<file path="src/rtl/matrix_input_loader.sv">
// rtl/matrix_input_loader.sv - byte-stream matrix loader feeding multi-matrix storage
// Parses row/col header, writes elements row-major, zero-fills short streams.
module matrix_input_loader #(
  parameter int DATA_WIDTH = 8,
  parameter int MAX_SIZE   = 5,
  parameter int MATRIX_NUM = 8,
  parameter int IDX_W      = 3,
  parameter int ADDR_W     = 6
) (
  input  logic                  clk,
  input  logic                  rst_n,
  input  logic                  in_valid,
  input  logic [DATA_WIDTH-1:0] in_data,
  input  logic                  in_last,
  output logic                  in_ready,
  output logic                  wr_en,
  output logic [IDX_W-1:0]      matrix_idx,
  output logic [2:0]            store_row,
  output logic [2:0]            store_col,
  output logic [ADDR_W-1:0]     wr_addr_in,
  output logic [DATA_WIDTH-1:0] wr_data,
  output logic                  busy,
  output logic                  load_done,
  output logic                  load_err,
  output logic [1:0]            err_code,
  output logic [IDX_W-1:0]      next_idx
);

  localparam logic [2:0] S_ROW   = 3'd0;
  localparam logic [2:0] S_COL   = 3'd1;
  localparam logic [2:0] S_DATA  = 3'd2;
  localparam logic [2:0] S_FILL  = 3'd3;
  localparam logic [2:0] S_DONE  = 3'd4;
  localparam logic [2:0] S_DRAIN = 3'd5;

  logic [2:0]        state, state_n;
  logic [2:0]        row_q, col_q;
  logic [ADDR_W-1:0] total, cnt, cnt_inc;
  logic              accept, dim_ok, last_elem;

  assign accept    = in_valid && in_ready;
  assign dim_ok    = (in_data != '0) && (in_data <= DATA_WIDTH'(MAX_SIZE));
  assign cnt_inc   = cnt + ADDR_W'(1);
  assign last_elem = (cnt_inc == total);

  always_comb begin
    state_n = state;
    case (state)
      S_ROW: begin
        if (accept) begin
          if (dim_ok)        state_n = S_COL;
          else if (!in_last) state_n = S_DRAIN;
        end
      end
      S_COL: begin
        if (accept) begin
          if (!dim_ok)      state_n = in_last ? S_ROW : S_DRAIN;
          else if (in_last) state_n = S_ROW;
          else              state_n = S_DATA;
        end
      end
      S_DATA: begin
        // Reaching total wins over in_last: a full stream never zero-fills.
        if (accept) begin
          if (last_elem)    state_n = S_DONE;
          else if (in_last) state_n = S_FILL;
        end
      end
      S_FILL:  if (last_elem) state_n = S_DONE;
      S_DONE:  state_n = S_ROW;
      S_DRAIN: if (accept && in_last) state_n = S_ROW;
      default: state_n = S_ROW;
    endcase
  end

  always_ff @(posedge clk) begin
    if (!rst_n) begin
      state      <= S_ROW;
      in_ready   <= 1'b0;
      busy       <= 1'b0;
      wr_en      <= 1'b0;
      load_done  <= 1'b0;
      load_err   <= 1'b0;
      matrix_idx <= '0;
      store_row  <= 3'd1;
      store_col  <= 3'd1;
      wr_addr_in <= '0;
      wr_data    <= '0;
      err_code   <= 2'd0;
      next_idx   <= '0;
      row_q      <= 3'd1;
      col_q      <= 3'd1;
      total      <= '0;
      cnt        <= '0;
    end else begin
      // in_ready and busy are registered from the next state so they track it exactly.
      state     <= state_n;
      in_ready  <= (state_n != S_FILL) && (state_n != S_DONE);
      busy      <= (state_n != S_ROW);
      wr_en     <= 1'b0;
      load_done <= 1'b0;
      load_err  <= 1'b0;
      case (state)
        S_ROW: begin
          if (accept) begin
            if (dim_ok) begin
              row_q <= in_data[2:0];
            end else begin
              err_code <= 2'd1;
              load_err <= in_last;
            end
          end
        end
        S_COL: begin
          if (accept) begin
            if (!dim_ok) begin
              err_code <= 2'd1;
              load_err <= in_last;
            end else if (in_last) begin
              err_code <= 2'd2;
              load_err <= 1'b1;
            end else begin
              col_q      <= in_data[2:0];
              total      <= ADDR_W'(row_q) * ADDR_W'(in_data[2:0]);
              cnt        <= '0;
              matrix_idx <= next_idx;
            end
          end
        end
        S_DATA: begin
          if (accept) begin
            wr_en      <= 1'b1;
            wr_addr_in <= cnt;
            wr_data    <= in_data;
            store_row  <= row_q;
            store_col  <= col_q;
            cnt        <= cnt_inc;
          end
        end
        S_FILL: begin
          wr_en      <= 1'b1;
          wr_addr_in <= cnt;
          wr_data    <= '0;
          store_row  <= row_q;
          store_col  <= col_q;
          cnt        <= cnt_inc;
        end
        S_DONE: begin
          load_done <= 1'b1;
          next_idx  <= (next_idx == IDX_W'(MATRIX_NUM - 1)) ? '0 : next_idx + IDX_W'(1);
        end
        S_DRAIN: if (accept && in_last) load_err <= 1'b1;
        default: ;
      endcase
    end
  end

endmodule

</file>
<file path="config.mk">
export PLATFORM = sky130hd
export DESIGN_NAME = matrix_input_loader
export DESIGN_NICKNAME = d
export VERILOG_FILES = /design/src/rtl/matrix_input_loader.sv
export SDC_FILE = /design/constraint.sdc
export NUM_CORES = 1
export LEC_CHECK = 0
export BUFFER_PORTS_ARGS = -buffer_cell sky130_fd_sc_hd__buf_2
export CAP_MARGIN = 20
export CORE_UTILIZATION = 51
export CTS_CLUSTER_SIZE = 40
export DETAILED_ROUTE_END_ITERATION = 10
export GPL_TIMING_DRIVEN = 0
export PLACE_DENSITY = 0.77
export SLEW_MARGIN = 25
export SYNTH_ARGS = -nofsm -noshare
export SYNTH_HDL_FRONTEND = slang
export SYNTH_SLANG_ARGS = --single-unit
</file>
<file path="constraint.sdc">
create_clock -name clk -period 2.8 [get_ports clk]
set_input_delay 0.56 -clock clk [delete_from_list [all_inputs] [get_ports clk]]
set_output_delay 0.56 -clock clk [all_outputs]
set_load 0.02 [all_outputs]
</file>
==> implementation parameters, run 1 <==
Parameter                              Value

Outcome
  Run status    finished, final reports clean

CTS
  CTS tree    built
  Depth of the CTS H-tree    2
  Count of hold buffers inserted by post-cts repair    0
  Post-CTS Resized    0
  Buffer depth of the longest clock path    2
  Number of sinks on the clock net    54
  Cts bufs inserted    5
  Clock network latency to the later pin of the worst-skew pair    300 ps
  Buffer count from post-CTS setup fixing    0
  Clock root buffer master    sky130_fd_sc_hd__clkbuf_8
  CTS clk-pin slew, worst paths    100 ps

Critical path
  Type of element launching the critical path    primary input
  Worst EP required    3040 ps
  Cell with the most instances on the worst path    sky130_fd_sc_hd__fa_1
  Crit path launch    in_data[2]
  Setup CP Type    primary input to flip-flop
  Worst reg2reg startpoint    row_q[0]
  CP max FO    8
  Data arrival time at the worst-slack endpoint    2440 ps
  Crit path largest cell delay    540 ps
  Cell-by-cell trace of the critical path    buf_2, and2_1, fa_1, ha_1, inv_1, fa_1, xnor2_1, nand2_1, a21oi_1
  Kind of capture point of the worst setup path    flip-flop
  Worst-path cell with the longest stage delay    sky130_fd_sc_hd__fa_1

Timing
  Slew HR    55.14%
  Setup-violating endpoint count in the final report    0
  Hold violation total from the final report    0
  Fmax    454.4 MHz
  Final sum of negative setup slack    0 ps
  Crit share post-route    78.59%
  Final critical delay including setup and external delays    2201 ps
  Worst Skew    8.946 ps
  Worst-margin pin slew    667.8 ps
  Setup repair after global routing missed its margin    false
  Total count of max-transition violations in the final report    0

Placement
  Placed cell count    385
  Detailed placement HPWL    4.007 mm
  Final weighted congestion in routability-driven placement    0.8339
  Buffers on Ports    43

Yosys
  Proportion of register bits with asynchronous set or reset after synthesis    0%
  Gate count after technology mapping    288
  Unique cell type count in the Yosys netlist    46
  Post-synthesis register bit count    54
  Ys Warns    0
  Number of enable-type register cells in the synthesized netlist    0
  Main synth FF type    sky130_fd_sc_hd__dfxtp_1
  Mapped Area    2486 sq um
  Proportion of synthesized chip area in sequential cells    43.48%
  Synthesized netlist net count    310
  Post-Synthesis Mean Instance Area    8.632 sq um

Routing
  DRT Wirelength    5.417 mm
  Vias per Instance    5.387
  DRC viols    0
  Via Count    2117
  Number of routed nets with antenna violations    0
  Violation count after the first detailed-routing iteration    135
  Drt first pass iters    4
  Avg WL per Cell    13.78 um

Layout
  Final core occ    60.96%
  Highest-count cells in the layout ignoring fill and taps    sky130_fd_sc_hd__nand2_1 (54), sky130_fd_sc_hd__dfxtp_1 (54), sky130_fd_sc_hd__buf_2 (44)
  Fraction of layout cells with a size suffix above 1    17.70%
  Filler instances    422
  Antenna fix cells    0
  Post-Layout Cell Count    393
  Layout Area Growth over Synthesis    15.05%
  Number of nets in the final layout    360

Power and ir drop
  Design internal power    977.1 uW
  P_sw    299.8 uW
  Pwr per Cell Area    446.4 nW/um^2
  Clk network pwr share    33.4%
  Switching fraction of total power    23.48%
  Leakage    1.204 nW
  Combinational power share    5.7%
  Largest voltage drop on the vdd net    0.0003719 V
  Part of the power in registers    60.9%

GRT
  Grt met3 use    4.501%
  Global-route wire length before repair    8.942 mm
  Total Routing Usage GR    22.45%
  Global-route track usage on met2    37.63%
  Most Used Layer, Global Route    met2
  GRT Residual Overflow    0
  Via count of the first global-routing pass    1923
  Global-route met1 utilization    27.89%
  Maximum number of pins on one net before global-route repair    17
  Number of antenna violations at the first check in global routing    0

Floorplanning
  Vertical extent of the die    71.82 um
  Number of core rows    25
  Die width    71.82 um
  Area of the die    5158 sq um
  Number of top-level pins    45
  Initial Utilization    52.99%
  Core Box Area    4692 sq um

Run
  Number of violations of the max-capacitance limit    0

Hold path
  Min-Delay Startpoint    col_q[1]
  Type of the worst min-delay path    flip-flop to flip-flop
path summary, 6_finish.rpt:
check                           endpoint  slack [ps]  cells after the start
worst max-delay path            total[4]         600                      9
worst min-delay path            col_q[1]         460                      2
worst max register to register  total[4]         650                      8
worst min register to register  col_q[1]         460                      2
power groups by stage:
stage | Combinational (mW) | Sequential [mW] | Clock, mW
after global routing | 0.0792 | 0.779 | 0.468
after CTS | 0.0720 | 0.778 | 0.443
after floorplan | 0.0366 | 0.800 | 0
after detailed placement | 0.0715 | 0.795 | 0
final | 0.0724 | 0.778 | 0.427
after global placement | 0.0706 | 0.795 | 0
cell type report:
| class | instances | area, sq um | share of cell area, % |
|---|---|---|---|
| Buffer | 17 | 72.57 | 2.537 |
| Clock buffer | 6 | 72.57 | 2.537 |
| Multi-Input combinational cell | 209 | 1308 | 45.71 |
| Timing Repair Buffer | 43 | 215.2 | 7.524 |
| Sequential cell | 54 | 1081 | 37.80 |
| Clock inverter | 2 | 13.76 | 0.4812 |
| Inverter | 8 | 30.03 | 1.050 |
| Tap cell | 54 | 67.56 | 2.362 |
stage by stage:
stage | setup WS (ps) | hold WS (ps) | total power, mW | cell area, sq um
after floorplan | 600.4 | 431.0 | 0.8369 | 2486
after global placement | 341.3 | 438.7 | 0.8660 | 2769
after detailed placement | 287.2 | 446.4 | 0.8667 | 2769
after CTS | 601.7 | 461.3 | 1.293 | 2855
after global routing | 451.7 | 471.4 | 1.326 | 2860
final | 599.4 | 456.9 | 1.277 | 2860
critical path, delay by kind of cell:
family | cells | cell delay [ps]
compound gates | 1 | 150
xor+xnor | 1 | 150
fa+ha+maj | 3 | 1100
buf+inv | 2 | 200
simple gates | 2 | 260
synthesized netlist by cell type, types with 2 or more instances:
cell type | count | area (sq um)
sky130_fd_sc_hd__or2_2 | 2 | 12.51
sky130_fd_sc_hd__a21oi_1 | 22 | 110.1
sky130_fd_sc_hd__and3_1 | 2 | 12.51
sky130_fd_sc_hd__inv_1 | 7 | 26.28
sky130_fd_sc_hd__o21a_1 | 2 | 15.01
sky130_fd_sc_hd__o211a_1 | 2 | 20.02
sky130_fd_sc_hd__fa_1 | 2 | 40.04
sky130_fd_sc_hd__a31oi_1 | 2 | 12.51
sky130_fd_sc_hd__clkbuf_1 | 14 | 52.55
sky130_fd_sc_hd__ha_1 | 8 | 100.1
sky130_fd_sc_hd__o21ai_0 | 6 | 30.03
sky130_fd_sc_hd__a211oi_1 | 2 | 15.01
sky130_fd_sc_hd__buf_4 | 2 | 15.01
sky130_fd_sc_hd__and2_1 | 10 | 62.56
sky130_fd_sc_hd__xor2_1 | 3 | 26.28
sky130_fd_sc_hd__xnor2_1 | 4 | 35.03
sky130_fd_sc_hd__nand3_1 | 11 | 55.05
sky130_fd_sc_hd__nand2b_1 | 7 | 43.79
sky130_fd_sc_hd__nand2_1 | 54 | 202.7
sky130_fd_sc_hd__dfxtp_1 | 54 | 1081
sky130_fd_sc_hd__a311oi_1 | 2 | 17.52
sky130_fd_sc_hd__nor2b_1 | 6 | 37.54
sky130_fd_sc_hd__a21boi_1 | 4 | 30.03
sky130_fd_sc_hd__nor3_1 | 3 | 15.01
sky130_fd_sc_hd__a21boi_0 | 6 | 45.04
sky130_fd_sc_hd__nor3b_1 | 2 | 15.01
sky130_fd_sc_hd__nor2_1 | 15 | 56.30
sky130_fd_sc_hd__or3_1 | 3 | 18.77
sky130_fd_sc_hd__a22oi_1 | 8 | 60.06
sky130_fd_sc_hd__and3b_1 | 3 | 26.28
sky130_fd_sc_hd__mux2i_1 | 5 | 50.05
state kept, by name, indices dropped and copies added, names as in the netlist, 2 cells and up:
| name | flops |
|---|---|
| matrix_idx | 3 |
| wr_addr_in | 6 |
| store_row | 3 |
| state | 3 |
| store_col | 3 |
| next_idx | 3 |
| row_q | 3 |
| wr_data | 8 |
| col_q | 3 |
| err_code | 2 |
| cnt | 6 |
| total | 6 |
cells by family after synthesis:
kind of cell	synth area share (%)
and+or+nand+nor	24.76
AOI/OAI and AO/OA	17.51
DFF	43.48
buffers and inverters	4.126
adders and majority gates	5.637
xor gates and xnor gates	2.466
muxes	2.013
routing by layer:
metal	vias to the layer above	share of wire, %
li1	1082	-
met1	970	45
met2	51	47
met3	14	5.4
met4	0	3.0
met5	-	0
Power figures use the tool's default switching activity.
==> run 2: changes to the inputs <==
--- a/config.mk
+++ b/config.mk
@@ -5,6 +5,7 @@
 export SDC_FILE = /design/constraint.sdc
 export NUM_CORES = 1
 export LEC_CHECK = 0
+export ABC_AREA = 1
 export BUFFER_PORTS_ARGS = -buffer_cell sky130_fd_sc_hd__buf_2
 export CAP_MARGIN = 20
 export CORE_UTILIZATION = 51
==> constraint.sdc (replaced) <==
create_clock -name clk -period 2.2 [get_ports clk]
set_input_delay 0.44 -clock clk [delete_from_list [all_inputs] [get_ports clk]]
set_output_delay 0.44 -clock clk [all_outputs]
set_load 0.02 [all_outputs]
==> run 2 against run 1 <==
  * Via count grew 18%
  * Routed wire length is 15% higher
  * Register-to-register slack got worse by 490 ps
  * Clock skew fell by 5.2 ps
  * First-iteration DRC count increased by 79%
  * Synthesized cell count up 27%
  * Global-route usage up 2.0 points
  * Cell count increased by 23%
  * Clock power is 35% higher
  * Worst setup slack worse by 440 ps
  * Hold slack lost 77 ps
==> implementation parameters, run 2 <==
Parameter                              Value

Layout
  Most frequent standard cell in the layout excluding fill and tap cells    sky130_fd_sc_hd__nand2_1
  Layout Area Growth over Synthesis    14.97% (about the same)
  Number of nets in the final layout    438 (+22%)
  Post-Layout Cell Count    484 (+23%)
  Largest Register    wr_data
  Largest register FFs    8 (unchanged)
  Highest-count cells in the layout ignoring fill and taps    sky130_fd_sc_hd__nand2_1 (82), sky130_fd_sc_hd__dfxtp_1 (54), sky130_fd_sc_hd__buf_2 (46)
  Fraction of layout cells with a size suffix above 1    19.18% (+1.5 points)
  Antenna fix cells    0 (unchanged)
  Final core occ    62.22% (+1.3 points)

Critical path
  CP max FO    5 (-3)
  Type of element launching the critical path    flip-flop
  Data arrival time at the worst-slack endpoint    2290 ps (-150 ps)
  Kind of capture point of the worst setup path    flip-flop
  R2R Setup Slk    160 ps (-490 ps)
  Worst reg2reg startpoint    row_q[0]
  Reg-to-reg endpoint    total[4]
  Worst EP required    2450 ps (-590 ps)
  Setup CP Type    flip-flop to flip-flop
  Length in cells of the worst reg-to-reg path    9 (+1)

Outcome
  Run status    finished, final reports clean

Routing
  Drt first pass iters    5 (+1)
  DRC viols    0 (unchanged)
  Via Count    2508 (+18%)
  Violation count after the first detailed-routing iteration    241 (+79%)
  Number of routed nets with antenna violations    0 (unchanged)
  Avg WL per Cell    12.83 um (-6.9%)
  Vias per Instance    5.182 (-3.8%)
  DRT Wirelength    6.208 mm (+15%)

Timing
  Worst-margin pin slew    536.8 ps (-131.0 ps)
  Hold violation total from the final report    0 (unchanged)
  Final critical delay including setup and external delays    2043 ps
  Crit share post-route    92.88%
  Fmax    489.4 MHz
  Setup repair after global routing missed its margin    false
  Setup-violating endpoint count in the final report    0 (unchanged)
  Total count of max-transition violations in the final report    0 (unchanged)
  Setup ws final    156.6 ps (-442.8 ps)
  Worst Skew    3.756 ps (-5.190 ps)
  Slew HR    64.22% (+9.1 points)

CTS
  Clock root buffer master    sky130_fd_sc_hd__clkbuf_8
  Buffer count from post-CTS setup fixing    0 (unchanged)
  Clock network latency to the later pin of the worst-skew pair    310 ps (about the same)
  Cts bufs inserted    5 (unchanged)
  Buffer depth of the longest clock path    2 (unchanged)
  Number of sinks on the clock net    54 (unchanged)
  Post-CTS Resized    0 (unchanged)
  Count of hold buffers inserted by post-cts repair    0 (unchanged)
  CTS tree    built
  CTS clk-pin slew, worst paths    100 ps (about the same)
  Depth of the CTS H-tree    2 (unchanged)

Floorplanning
  Initial Utilization    54.12% (+1.1 points)
  Die width    73.73 um (+2.7%)
  Core Box Area    4848 sq um (+3.3%)
  Area of the die    5435 sq um (+5.4%)
  Number of core rows    25 (unchanged)
  Vertical extent of the die    73.73 um (+2.7%)
  Number of top-level pins    45 (unchanged)

Hold path
  Type of the worst min-delay path    primary input to flip-flop
  Hold EP    wr_data[7]
  Min-Delay Startpoint    in_data[7]
  Cell depth of the worst min-delay path    3 (+1)

Power and ir drop
  Leakage    1.485 nW (+23%)
  Largest voltage drop on the vdd net    0.0003706 V (-0.37%)
  Pwr per Cell Area    590.2 nW/um^2 (+32%)

Yosys
  Proportion of register bits with asynchronous set or reset after synthesis    0% (unchanged)
  Post-synthesis register bit count    54 (unchanged)
  Unique cell type count in the Yosys netlist    28 (-39%)
  Commonest cells post-synth    sky130_fd_sc_hd__nand2_1 (82), sky130_fd_sc_hd__dfxtp_1 (54), sky130_fd_sc_hd__inv_1 (44), sky130_fd_sc_hd__a21oi_1 (40), sky130_fd_sc_hd__nor2_1 (36)
  Proportion of synthesized chip area in sequential cells    41.20% (-2.3 points)
  Mapped Area    2624 sq um (+5.5%)
  Synthesized netlist net count    388 (+25%)
  Number of enable-type register cells in the synthesized netlist    0 (unchanged)
  Main synth FF type    sky130_fd_sc_hd__dfxtp_1
  Ranking of synthesized cells by area    sky130_fd_sc_hd__dfxtp_1 (41%), sky130_fd_sc_hd__nand2_1 (12%), sky130_fd_sc_hd__a21oi_1 (7.6%)
  Count leader, synth    sky130_fd_sc_hd__nand2_1
  Gate count after technology mapping    366 (+27%)
  Area leader, netlist    sky130_fd_sc_hd__dfxtp_1
  Ys Warns    0 (unchanged)
  Post-Synthesis Mean Instance Area    7.169 sq um (-17%)
  Area share of the largest cell type after synthesis    41.20% (-2.3 points)

Run
  Number of violations of the max-capacitance limit    0 (unchanged)

GRT
  Maximum number of pins on one net before global-route repair    19 (+2)
  GRT Residual Overflow    0 (unchanged)
  Via count of the first global-routing pass    2309 (+20%)
  Global-route wire length before repair    10.16 mm (+14%)
  Total Routing Usage GR    24.48% (+2.0 points)
  Number of antenna violations at the first check in global routing    0 (unchanged)

Placement
  Final weighted congestion in routability-driven placement    0.8876 (+6.4%)
  Worst slack after detailed placement    -132.5 ps (-419.7 ps)
  Detailed placement HPWL    4.578 mm (+14%)
  Buffers on Ports    43 (unchanged)
  Placed cell count    476 (+24%)
[run 2: changes by cell type in the layout (fill, tap and decap cells not counted), sizes merged, moves of 5 or more]
| cell | change |
|---|---|
| inv | +44 |
| nand2 | +34 |
| nor2 | +25 |
| o21ai | +23 |
| a21oi | +18 |
| nand3 | +14 |
| clkbuf | -11 |
| a21boi | -10 |
| and2 | -10 |
| a22oi | -8 |
| nand2b | -7 |
| nor2b | -6 |
| mux2i | -5 |
[run 2: worst max-delay path, cell delays in order, from the launching register on]
cell and delay (ps):
sky130_fd_sc_hd__dfxtp_1 360, sky130_fd_sc_hd__nand2_1 70, sky130_fd_sc_hd__inv_1 50, sky130_fd_sc_hd__fa_1 530, sky130_fd_sc_hd__ha_1 170, sky130_fd_sc_hd__inv_1 60
sky130_fd_sc_hd__fa_1 370, sky130_fd_sc_hd__xnor2_1 160, sky130_fd_sc_hd__o21ai_1 90, sky130_fd_sc_hd__a21oi_1 130
[run 2: cell type report]
| cell class | count | area [sq um] |
|---|---|---|
| fill | 439 | 1832 |
| multi-input combinational | 250 | 1284 |
| sequential | 54 | 1081 |
| timing repair buffer | 43 | 215.2 |
| inverter | 51 | 191.4 |
| tap | 67 | 83.83 |
| clock buffer | 5 | 68.82 |
| buffer | 11 | 67.56 |
| clock inverter | 3 | 25.02 |
[run 2: worst max-delay path by stage]
stage	from	to
global placement	in_data[2]	total[4]
finish	row_q[0]	total[4]
floorplan	in_data[2]	total[4]
detailed placement	in_data[2]	total[4]
CTS	row_q[0]	total[4]
global route	row_q[0]	total[4]
[run 2: layer usage]
| metal | wire (um) | GRT usage (%) | up-vias |
|---|---|---|---|
| li1 | - | - | 1274 |
| met1 | 2898 | 32.85 | 1161 |
| met2 | 2982 | 40.67 | 69 |
| met3 | 281 | 3.292 | 4 |
| met4 | 45 | 7.692 | 0 |
| met5 | 0 | 0 | - |
[run 2: cell families (layout without fill, tap and decap cells)]
logic type | count (synthesis) | in the layout | share of synthesized area [%]
adder cells (fa/ha/maj) | 10 | 10 | 5.341
flip-flops | 54 | 54 | 41.20
XOR/XNOR | 3 | 3 | 1.002
buffers and inverters | 62 | 113 | 9.871
AND/OR/NAND/NOR | 162 | 162 | 27.23
AO/OA/AOI/OAI | 75 | 75 | 15.36
[run 2: metrics by stage]
step | setup TNS, ps | area, sq um | hold slack (ps) | total power, mW
2_1_floorplan | 0 | 2624 | 442.2 | 1.163
3_3_place_gp | -76.87 | 2923 | 446.5 | 1.222
3_5_place_dp | -197.9 | 2923 | 454.6 | 1.224
4_1_cts | 0 | 3017 | 372.7 | 1.794
5_1_grt | 0 | 3017 | 383.0 | 1.847
6_report | 0 | 3017 | 379.9 | 1.780
[run 2: report_power, final]
part           internal (mW)  switching [mW]  total (mW)
combinational         0.0592           0.130       0.190
sequential             0.999          0.0159        1.01
clock                  0.231           0.345       0.576
